### src/rtl/id_exe_reg.sv
// ID/EXE pipeline register for the 5-stage ARM core.
// It captures the decoded operands and control bits from ID and presents them
// to EXE one cycle later. It supports:
//   - hold (freeze),
//   - NOP insertion for hazards (bubble),
//   - squash on a taken branch (flush).
// Two saturating debug counters record how often bubbles and flushes were
// inserted.
module id_exe_reg #(
  parameter int CNT_W = 16
) (
  input  logic              clk,
  input  logic              rst,
  input  logic              freeze,
  input  logic              bubble,
  input  logic              flush,
  input  logic [31:0]       pc_in,
  input  logic [31:0]       val_rn_in,
  input  logic [31:0]       val_rm_in,
  input  logic [11:0]       shift_operand_in,
  input  logic              imm_in,
  input  logic [23:0]       signed_imm_24_in,
  input  logic [3:0]        dest_in,
  input  logic [3:0]        src1_in,
  input  logic [3:0]        src2_in,
  input  logic [3:0]        exe_cmd_in,
  input  logic              mem_r_en_in,
  input  logic              mem_w_en_in,
  input  logic              wb_en_in,
  input  logic              b_in,
  input  logic              s_in,
  input  logic [3:0]        sr_in,
  output logic [31:0]       pc,
  output logic [31:0]       val_rn,
  output logic [31:0]       val_rm,
  output logic [11:0]       shift_operand,
  output logic              imm,
  output logic [23:0]       signed_imm_24,
  output logic [3:0]        dest,
  output logic [3:0]        src1,
  output logic [3:0]        src2,
  output logic [3:0]        exe_cmd,
  output logic              mem_r_en,
  output logic              mem_w_en,
  output logic              wb_en,
  output logic              b,
  output logic              s,
  output logic [3:0]        sr,
  output logic              load_store,
  output logic              valid,
  output logic [CNT_W-1:0]  bubble_cnt,
  output logic [CNT_W-1:0]  flush_cnt
);

  // Everything the stage carries, kept together so that a NOP is simply an
  // all-zero word.
  typedef struct packed {
    logic [31:0] pc;
    logic [31:0] val_rn;
    logic [31:0] val_rm;
    logic [11:0] shift_operand;
    logic        imm;
    logic [23:0] signed_imm_24;
    logic [3:0]  dest;
    logic [3:0]  src1;
    logic [3:0]  src2;
    logic [3:0]  exe_cmd;
    logic        mem_r_en;
    logic        mem_w_en;
    logic        wb_en;
    logic        b;
    logic        s;
    logic [3:0]  sr;
    logic        load_store;
    logic        valid;
  } stage_t;

  // Per-edge action after priority resolution (flush > freeze > bubble > load).
  typedef enum logic [1:0] {
    ACT_LOAD   = 2'd0,
    ACT_HOLD   = 2'd1,
    ACT_BUBBLE = 2'd2,
    ACT_FLUSH  = 2'd3
  } act_e;

  localparam int                STAGE_W = $bits(stage_t);
  localparam logic [CNT_W-1:0]  CNT_MAX = {CNT_W{1'b1}};
  localparam logic [CNT_W-1:0]  CNT_ONE = CNT_W'(1'b1);
  localparam logic [CNT_W-1:0]  CNT_ZERO = {CNT_W{1'b0}};

  // Increment that sticks at all-ones rather than wrapping.
  function automatic logic [CNT_W-1:0] sat_inc(input logic [CNT_W-1:0] v);
    logic [CNT_W-1:0] r;
    if (v == CNT_MAX) begin
      r = v;
    end else begin
      r = v + CNT_ONE;
    end
    return r;
  endfunction

  stage_t           stage_q;
  stage_t           stage_d;
  stage_t           id_s;
  act_e             act_s;
  logic [CNT_W-1:0] bubble_cnt_q;
  logic [CNT_W-1:0] bubble_cnt_d;
  logic [CNT_W-1:0] flush_cnt_q;
  logic [CNT_W-1:0] flush_cnt_d;

  // Gather the ID-stage inputs into one stage word.
  // load_store is derived here so that EXE's val2 generator gets a registered
  // select.
  always_comb begin
    id_s               = stage_t'({STAGE_W{1'b0}});
    id_s.pc            = pc_in;
    id_s.val_rn        = val_rn_in;
    id_s.val_rm        = val_rm_in;
    id_s.shift_operand = shift_operand_in;
    id_s.imm           = imm_in;
    id_s.signed_imm_24 = signed_imm_24_in;
    id_s.dest          = dest_in;
    id_s.src1          = src1_in;
    id_s.src2          = src2_in;
    id_s.exe_cmd       = exe_cmd_in;
    id_s.mem_r_en      = mem_r_en_in;
    id_s.mem_w_en      = mem_w_en_in;
    id_s.wb_en         = wb_en_in;
    id_s.b             = b_in;
    id_s.s             = s_in;
    id_s.sr            = sr_in;
    id_s.load_store    = mem_r_en_in | mem_w_en_in;
    id_s.valid         = 1'b1;
  end

  // Resolve the control inputs into a single action.
  // A flush wins even over a freeze, because the squashed instruction must not
  // survive the stall.
  always_comb begin
    if (flush) begin
      act_s = ACT_FLUSH;
    end else if (freeze) begin
      act_s = ACT_HOLD;
    end else if (bubble) begin
      act_s = ACT_BUBBLE;
    end else begin
      act_s = ACT_LOAD;
    end
  end

  // Next-state selection for the stage word and both event counters.
  always_comb begin
    stage_d      = stage_q;
    bubble_cnt_d = bubble_cnt_q;
    flush_cnt_d  = flush_cnt_q;
    case (act_s)
      ACT_FLUSH: begin
        stage_d     = stage_t'({STAGE_W{1'b0}});
        flush_cnt_d = sat_inc(flush_cnt_q);
      end
      ACT_HOLD: begin
        stage_d = stage_q;
      end
      ACT_BUBBLE: begin
        stage_d      = stage_t'({STAGE_W{1'b0}});
        bubble_cnt_d = sat_inc(bubble_cnt_q);
      end
      ACT_LOAD: begin
        stage_d = id_s;
      end
      default: begin
        stage_d = stage_t'({STAGE_W{1'b0}});
      end
    endcase
  end

  // Stage register and counters. Reset clears everything asynchronously.
  always_ff @(posedge clk or posedge rst) begin
    if (rst) begin
      stage_q      <= stage_t'({STAGE_W{1'b0}});
      bubble_cnt_q <= CNT_ZERO;
      flush_cnt_q  <= CNT_ZERO;
    end else begin
      stage_q      <= stage_d;
      bubble_cnt_q <= bubble_cnt_d;
      flush_cnt_q  <= flush_cnt_d;
    end
  end

  // Every output comes straight from a flop.
  // There is no input-to-output combinational path.
  assign pc            = stage_q.pc;
  assign val_rn        = stage_q.val_rn;
  assign val_rm        = stage_q.val_rm;
  assign shift_operand = stage_q.shift_operand;
  assign imm           = stage_q.imm;
  assign signed_imm_24 = stage_q.signed_imm_24;
  assign dest          = stage_q.dest;
  assign src1          = stage_q.src1;
  assign src2          = stage_q.src2;
  assign exe_cmd       = stage_q.exe_cmd;
  assign mem_r_en      = stage_q.mem_r_en;
  assign mem_w_en      = stage_q.mem_w_en;
  assign wb_en         = stage_q.wb_en;
  assign b             = stage_q.b;
  assign s             = stage_q.s;
  assign sr            = stage_q.sr;
  assign load_store    = stage_q.load_store;
  assign valid         = stage_q.valid;
  assign bubble_cnt    = bubble_cnt_q;
  assign flush_cnt     = flush_cnt_q;

endmodule

### config.mk
export PLATFORM = sky130hd
export DESIGN_NAME = id_exe_reg
export DESIGN_NICKNAME = d
export VERILOG_FILES = /design/src/rtl/id_exe_reg.sv
export SDC_FILE = /design/constraint.sdc
export NUM_CORES = 1
export LEC_CHECK = 0
export CORE_AREA = 2 2 138 140
export CTS_BUF_LIST = sky130_fd_sc_hd__clkbuf_2
export DETAILED_ROUTE_END_ITERATION = 10
export DIE_AREA = 0 0 140 142
export GPL_TIMING_DRIVEN = 0
export PLACE_DENSITY = 0.88
export SYNTH_ARGS = -nofsm -noshare
export SYNTH_HDL_FRONTEND = slang
export SYNTH_SLANG_ARGS = --single-unit
export TNS_END_PERCENT = 1
### constraint.sdc
create_clock -name clk -period 10.1 [get_ports clk]
set_input_delay 2.02 -clock clk [delete_from_list [all_inputs] [get_ports clk]]
set_output_delay 2.02 -clock clk [all_outputs]
set_load 0.02 [all_outputs]
Word level (Yosys, flattened, before mapping)
Index checks and enable logic that the tools add are counted.

Bits in latches: 0. Input bits: 163. Register bits after elaboration: 192. Memories kept: 0. Output and inout bits: 192. Word-level logic and storage cells: 38. Bits in read-only memories: 0. Memory bits (writable): 0.

Add/subtract/negate cells: 2. Mux-type cells: 4. Shift operators: 0. Reduce and logical (&&, ||, !) cells: 4. Bitwise gates (word level): 3. Equal/unequal tests: 5. Divide/modulo/power cells: 0. Multipliers: 0. Order comparisons: 0.

Operators with widths (count): $pmux 160 s2 (1); $add 16x1->16 const B (2); $eq 16x16->1 const B (2); $mux 2 (3); $eq 2x2->1 const B (2); $reduce_and 2->1 (2); $eq 2x1->1 const B (1); $logic_not 2->1 (1); $not 1->1 (2); $reduce_or 2->1 (1); $or 1x1->1 (1).

Logic depth before layout (Yosys ltp)
Word-level depth: 6. Gate-level depth with buffers: 7. Mapped depth without buffers: 5.

Least setup slack after synthesis
No wires, ideal clock.

Path type: input port to flip-flop. Start point: in flush. End point: reg bubble_cnt_q[13], in the netlist bubble_cnt[13]. Data arrival time: 3.124 ns. Setup time: 0.132 ns. Slack: 6.844 ns. Cell stages on the path: 5. Path buffers: 1. Required time: 9.968 ns. Path through: buf_6 -> or3b_4 -> nor4_4 -> o2111ai_1 -> xnor2_1.

Word-level cells in the longest chain between the ends: 3.

Ends and longest elaborated chain: start: declaration (RTL line 16) `input logic flush,`; $mux 2 (RTL line 140) `if (flush) begin`; $eq 2x2->1 (RTL line 156) `case (act_s)`; $reduce_and 2->1 (no source line); end signal: assignment (RTL line 185) `bubble_cnt_q <= bubble_cnt_d;`; end: declaration (RTL line 106) `logic [CNT_W-1:0] bubble_cnt_q;`.

No other way between the ends. A chain may end at the register's enable or synchronous reset.

Final worst setup path
Start point: reg flush_cnt_q[8], in the netlist flush_cnt[8]. End point: out flush_cnt[8].

RTL lines: start: declaration (RTL line 108) `logic [CNT_W-1:0] flush_cnt_q;`; start signal: assignment (RTL line 186) `flush_cnt_q <= flush_cnt_d;`; end: declaration (RTL line 52) `output logic [CNT_W-1:0] flush_cnt`.

No word-level cell between the ends.

==> results.json <==
{
  "cts_repair_resize_count": 0,
  "crit_path_top_delay_cell": "sky130_fd_sc_hd__clkdlybuf4s50_1",
  "placed_cells": 1092,
  "status": "finished, violations left",
  "finalSetupViolations": 0,
  "hold_path_startpoint": "load_store",
  "grt_most_used_layer": "met2",
  "cts_hold_buf": 0,
  "fillers": 1442,
  "initial_utilization": 0.389,
  "final_period_minus_worst_setup_slack_ns": 4.00,
  "htree_num_levels": 4,
  "post_drt_wl_per_cell_um": 20.1,
  "worst-path-buf-inv": 1,
  "grt_pass1_wl_um": 34100,
  "timing.critical_path.required_ns": 8.08,
  "synthToLayoutAreaGrowth_pct": 56.8,
  "grt.met3_usage": 0.0680,
  "p_leak_nw": 5.04,
  "detailed_place_hpwl_um": 17200,
  "destination_of_the_worst_register_to_register_timing_path": "bubble_cnt[1]",
  "final_hold_viol_count": 0,
  "transition_time_at_the_pin_with_the_least_slew_margin_ns": 0.715,
  "synthMostInstantiatedCell": "sky130_fd_sc_hd__dfrtp_1",
  "use_met1": 0.264,
  "post_synth_most_frequent_cells": "192 x sky130_fd_sc_hd__dfrtp_1, 158 x sky130_fd_sc_hd__a22o_1, 21 x sky130_fd_sc_hd__buf_2",
  "num_rows": 50,
  "worstSkewPairLatency_ns": 0.75,
  "worstSetupStartpointType": "register",
  "overall_die_width_um": 140,
  "ys.warnings.count": 0,
  "layoutNonFillerInstCount": 1125,
  "worstSetupPathType": "register to output pin",
  "global_route.usage.total": 0.222,
  "rr_startpoint": "bubble_cnt[0]",
  "floorplan.die.height_um": 142,
  "synth.area.top_cells": "sky130_fd_sc_hd__dfrtp_1 67%, sky130_fd_sc_hd__a22o_1 19%, sky130_fd_sc_hd__xnor2_1 2.1%, sky130_fd_sc_hd__buf_2 1.5%, sky130_fd_sc_hd__xor2_1 1.1%",
  "cts.reportedPaths.clkPinSlew_ns": 0.32,
  "crit_arrival_ns": 1.98,
  "endpoint_kind": "output pin",
  "synth_largest_type_area_fraction": 0.669,
  "cts_root_buf": "sky130_fd_sc_hd__clkbuf_2",
  "grt.met2_usage": 0.390,
  "post-synth-top-area-cell": "sky130_fd_sc_hd__dfrtp_1",
  "synth_cells": 504,
  "final_nets": 1042,
  "drv.max_cap_violation_count": 0,
  "finalMaxSlewViolations": 0,
  "clock_sink_count": 192,
  "crit_path_max_fanout": 7,
  "crit_path_max_incr_delay_ns": 0.66,
  "vias_per_cell": 5.28,
  "antenna_violations_before_repair": 2,
  "hold_path_stages": 2,
  "finalWirelength_um": 22600,
  "die_area_mm2": 0.0199,
  "synth_async_sr_flop_share": 1.00,
  "largest_net_degree_at_the_start_of_global_routing": 115,
  "first_global_vias": 6064,
  "post_synth.cell_area_avg_um2": 14.3,
  "cts_tree": "built",
  "synth-seq-area-share": 0.669,
  "timing.reg2reg.setup_slack_ns": 8.10,
  "synth_area_mm2": 0.00719,
  "fin_setup_tns_ns": 0,
  "clock_path_buffers": 2,
  "final_min_period_over_clock_period": 0.396,
  "violations": "design-rule violations",
  "routed-via-count": 5942,
  "drt_iter0_markers": 287,
  "postSynthNetCount": 669,
  "ir_worst_vdd_uv": 95.0,
  "drc": 25,
  "port_buffers": 353,
  "skew_ns": 0.0428,
  "cpLargestDelayFamily": "buffers and inverters",
  "number_of_flops_mapped_to_enable_cells_by_yosys": 0,
  "post-cts-setup-buffers": 0,
  "ys_seq_elements": 192,
  "cp-startpoint": "flush_cnt[8]",
  "remaining_max_slew_budget_at_the_tightest_pin": 0.523,
  "timing.fmax_ghz": 0.250,
  "cts_buffers": 17,
  "route.antenna.remaining_nets": 0,
  "core_area_mm2": 0.0185,
  "yosys.cell_types.count": 38,
  "finalWeightedCongestion": 0.819,
  "detail_route.first_pass.iterations": 9,
  "utilization": 0.611,
  "worst_r2r_path_depth": 4,
  "rsz0062_at_grt": "false",
  "grt-ovfl-total": 0,
  "synth_ff_type": "sky130_fd_sc_hd__dfrtp_1",
  "share_of_post_route_cells_with_drive_strength_above_1": 0.0709,
  "min_delay_worst_endpoint": "load_store",
  "worstPathCellList": "clkdlybuf4s50_1",
  "holdCritPathClass": "register to register",
  "p_per_area_mw_per_mm2": 140,
  "ioPinCount": 355
}
[worst max path at each step]
stage	to	slack [ns]	cells after the start
after floorplan	b	2.85	1
after CTS	flush_cnt[8]	5.99	1
after global routing	flush_cnt[8]	5.93	1
after detailed placement	val_rm[4]	5.76	6
after global placement	val_rn[7]	0.59	2
final	flush_cnt[8]	6.10	1
[routing by layer]
metal  share of wire  wire [um]  vias to the layer above
met3           0.081       1840                       24
met1            0.39       8880                     2972
li1                -          -                     2688
met2            0.51      11500                      258
met5               0          0                        -
met4           0.019        421                        0
[layout make-up]
type / count / area, um2 / area share
sequential: 192 / 4800 / 0.426
timing repair buffer: 354 / 3560 / 0.316
multi-input combinational: 273 / 2200 / 0.195
tap: 234 / 293 / 0.0260
buffer: 36 / 169 / 0.0150
clock inverter: 12 / 120 / 0.0107
clock buffer: 19 / 95.1 / 0.00844
inverter: 3 / 18.8 / 0.00167
antenna: 2 / 5.00 / 0.000444
[logic make-up (layout without fill, tap and decap cells)]
group                      after synthesis  in the layout  synth area share
and+or+nand+nor                         66             66            0.0564
buffers and inverters                   39            424            0.0251
other                                    0              2                 0
xor gates and xnor gates                26             26            0.0317
AOI/OAI and AO/OA                      177            177             0.212
adders and majority gates                2              2           0.00348
DFF                                    192            192             0.669
muxes                                    2              2           0.00313
[power breakdown]
part	switching, W	leakage (nW)	internal, W
clock	0.000281	0.138	0.0000776
combinational	0.000163	2.29	0.000181
sequential	0.0000525	2.60	0.000818
total	0.000497	5.04	0.00108
[cell usage in the layout (no fill, tap or decap), types with 10 or more instances in the layout]
| master | instances |
|---|---|
| sky130_fd_sc_hd__nand4_1 | 11 |
| sky130_fd_sc_hd__dfrtp_1 | 192 |
| sky130_fd_sc_hd__xnor2_1 | 17 |
| sky130_fd_sc_hd__clkbuf_1 | 14 |
| sky130_fd_sc_hd__clkdlybuf4s50_1 | 353 |
| sky130_fd_sc_hd__a22o_1 | 158 |
| sky130_fd_sc_hd__nand3_1 | 10 |
| sky130_fd_sc_hd__clkbuf_2 | 19 |
| sky130_fd_sc_hd__buf_2 | 21 |
[metrics by stage]
stage	power, W	worst slack (ns)	instance area, um2	hold slack, ns
floorplan	0.00102	2.85	7190	0.575
global placement	0.00122	0.594	11000	0.454
detailed placement	0.00123	5.76	11000	0.465
CTS	0.00159	5.99	11300	0.514
global route	0.00165	5.93	11300	0.543
finish	0.00157	6.10	11300	0.510
[state kept, by name (all words and copies together) (netlist names), 4 cells and up]
name           count
bubble_cnt        16
dest               4
exe_cmd            4
flush_cnt         16
pc                32
shift_operand     12
signed_imm_24     24
sr                 4
src1               4
src2               4
val_rm            32
val_rn            32
No activity file was read; power rests on OpenSTA's default activity.
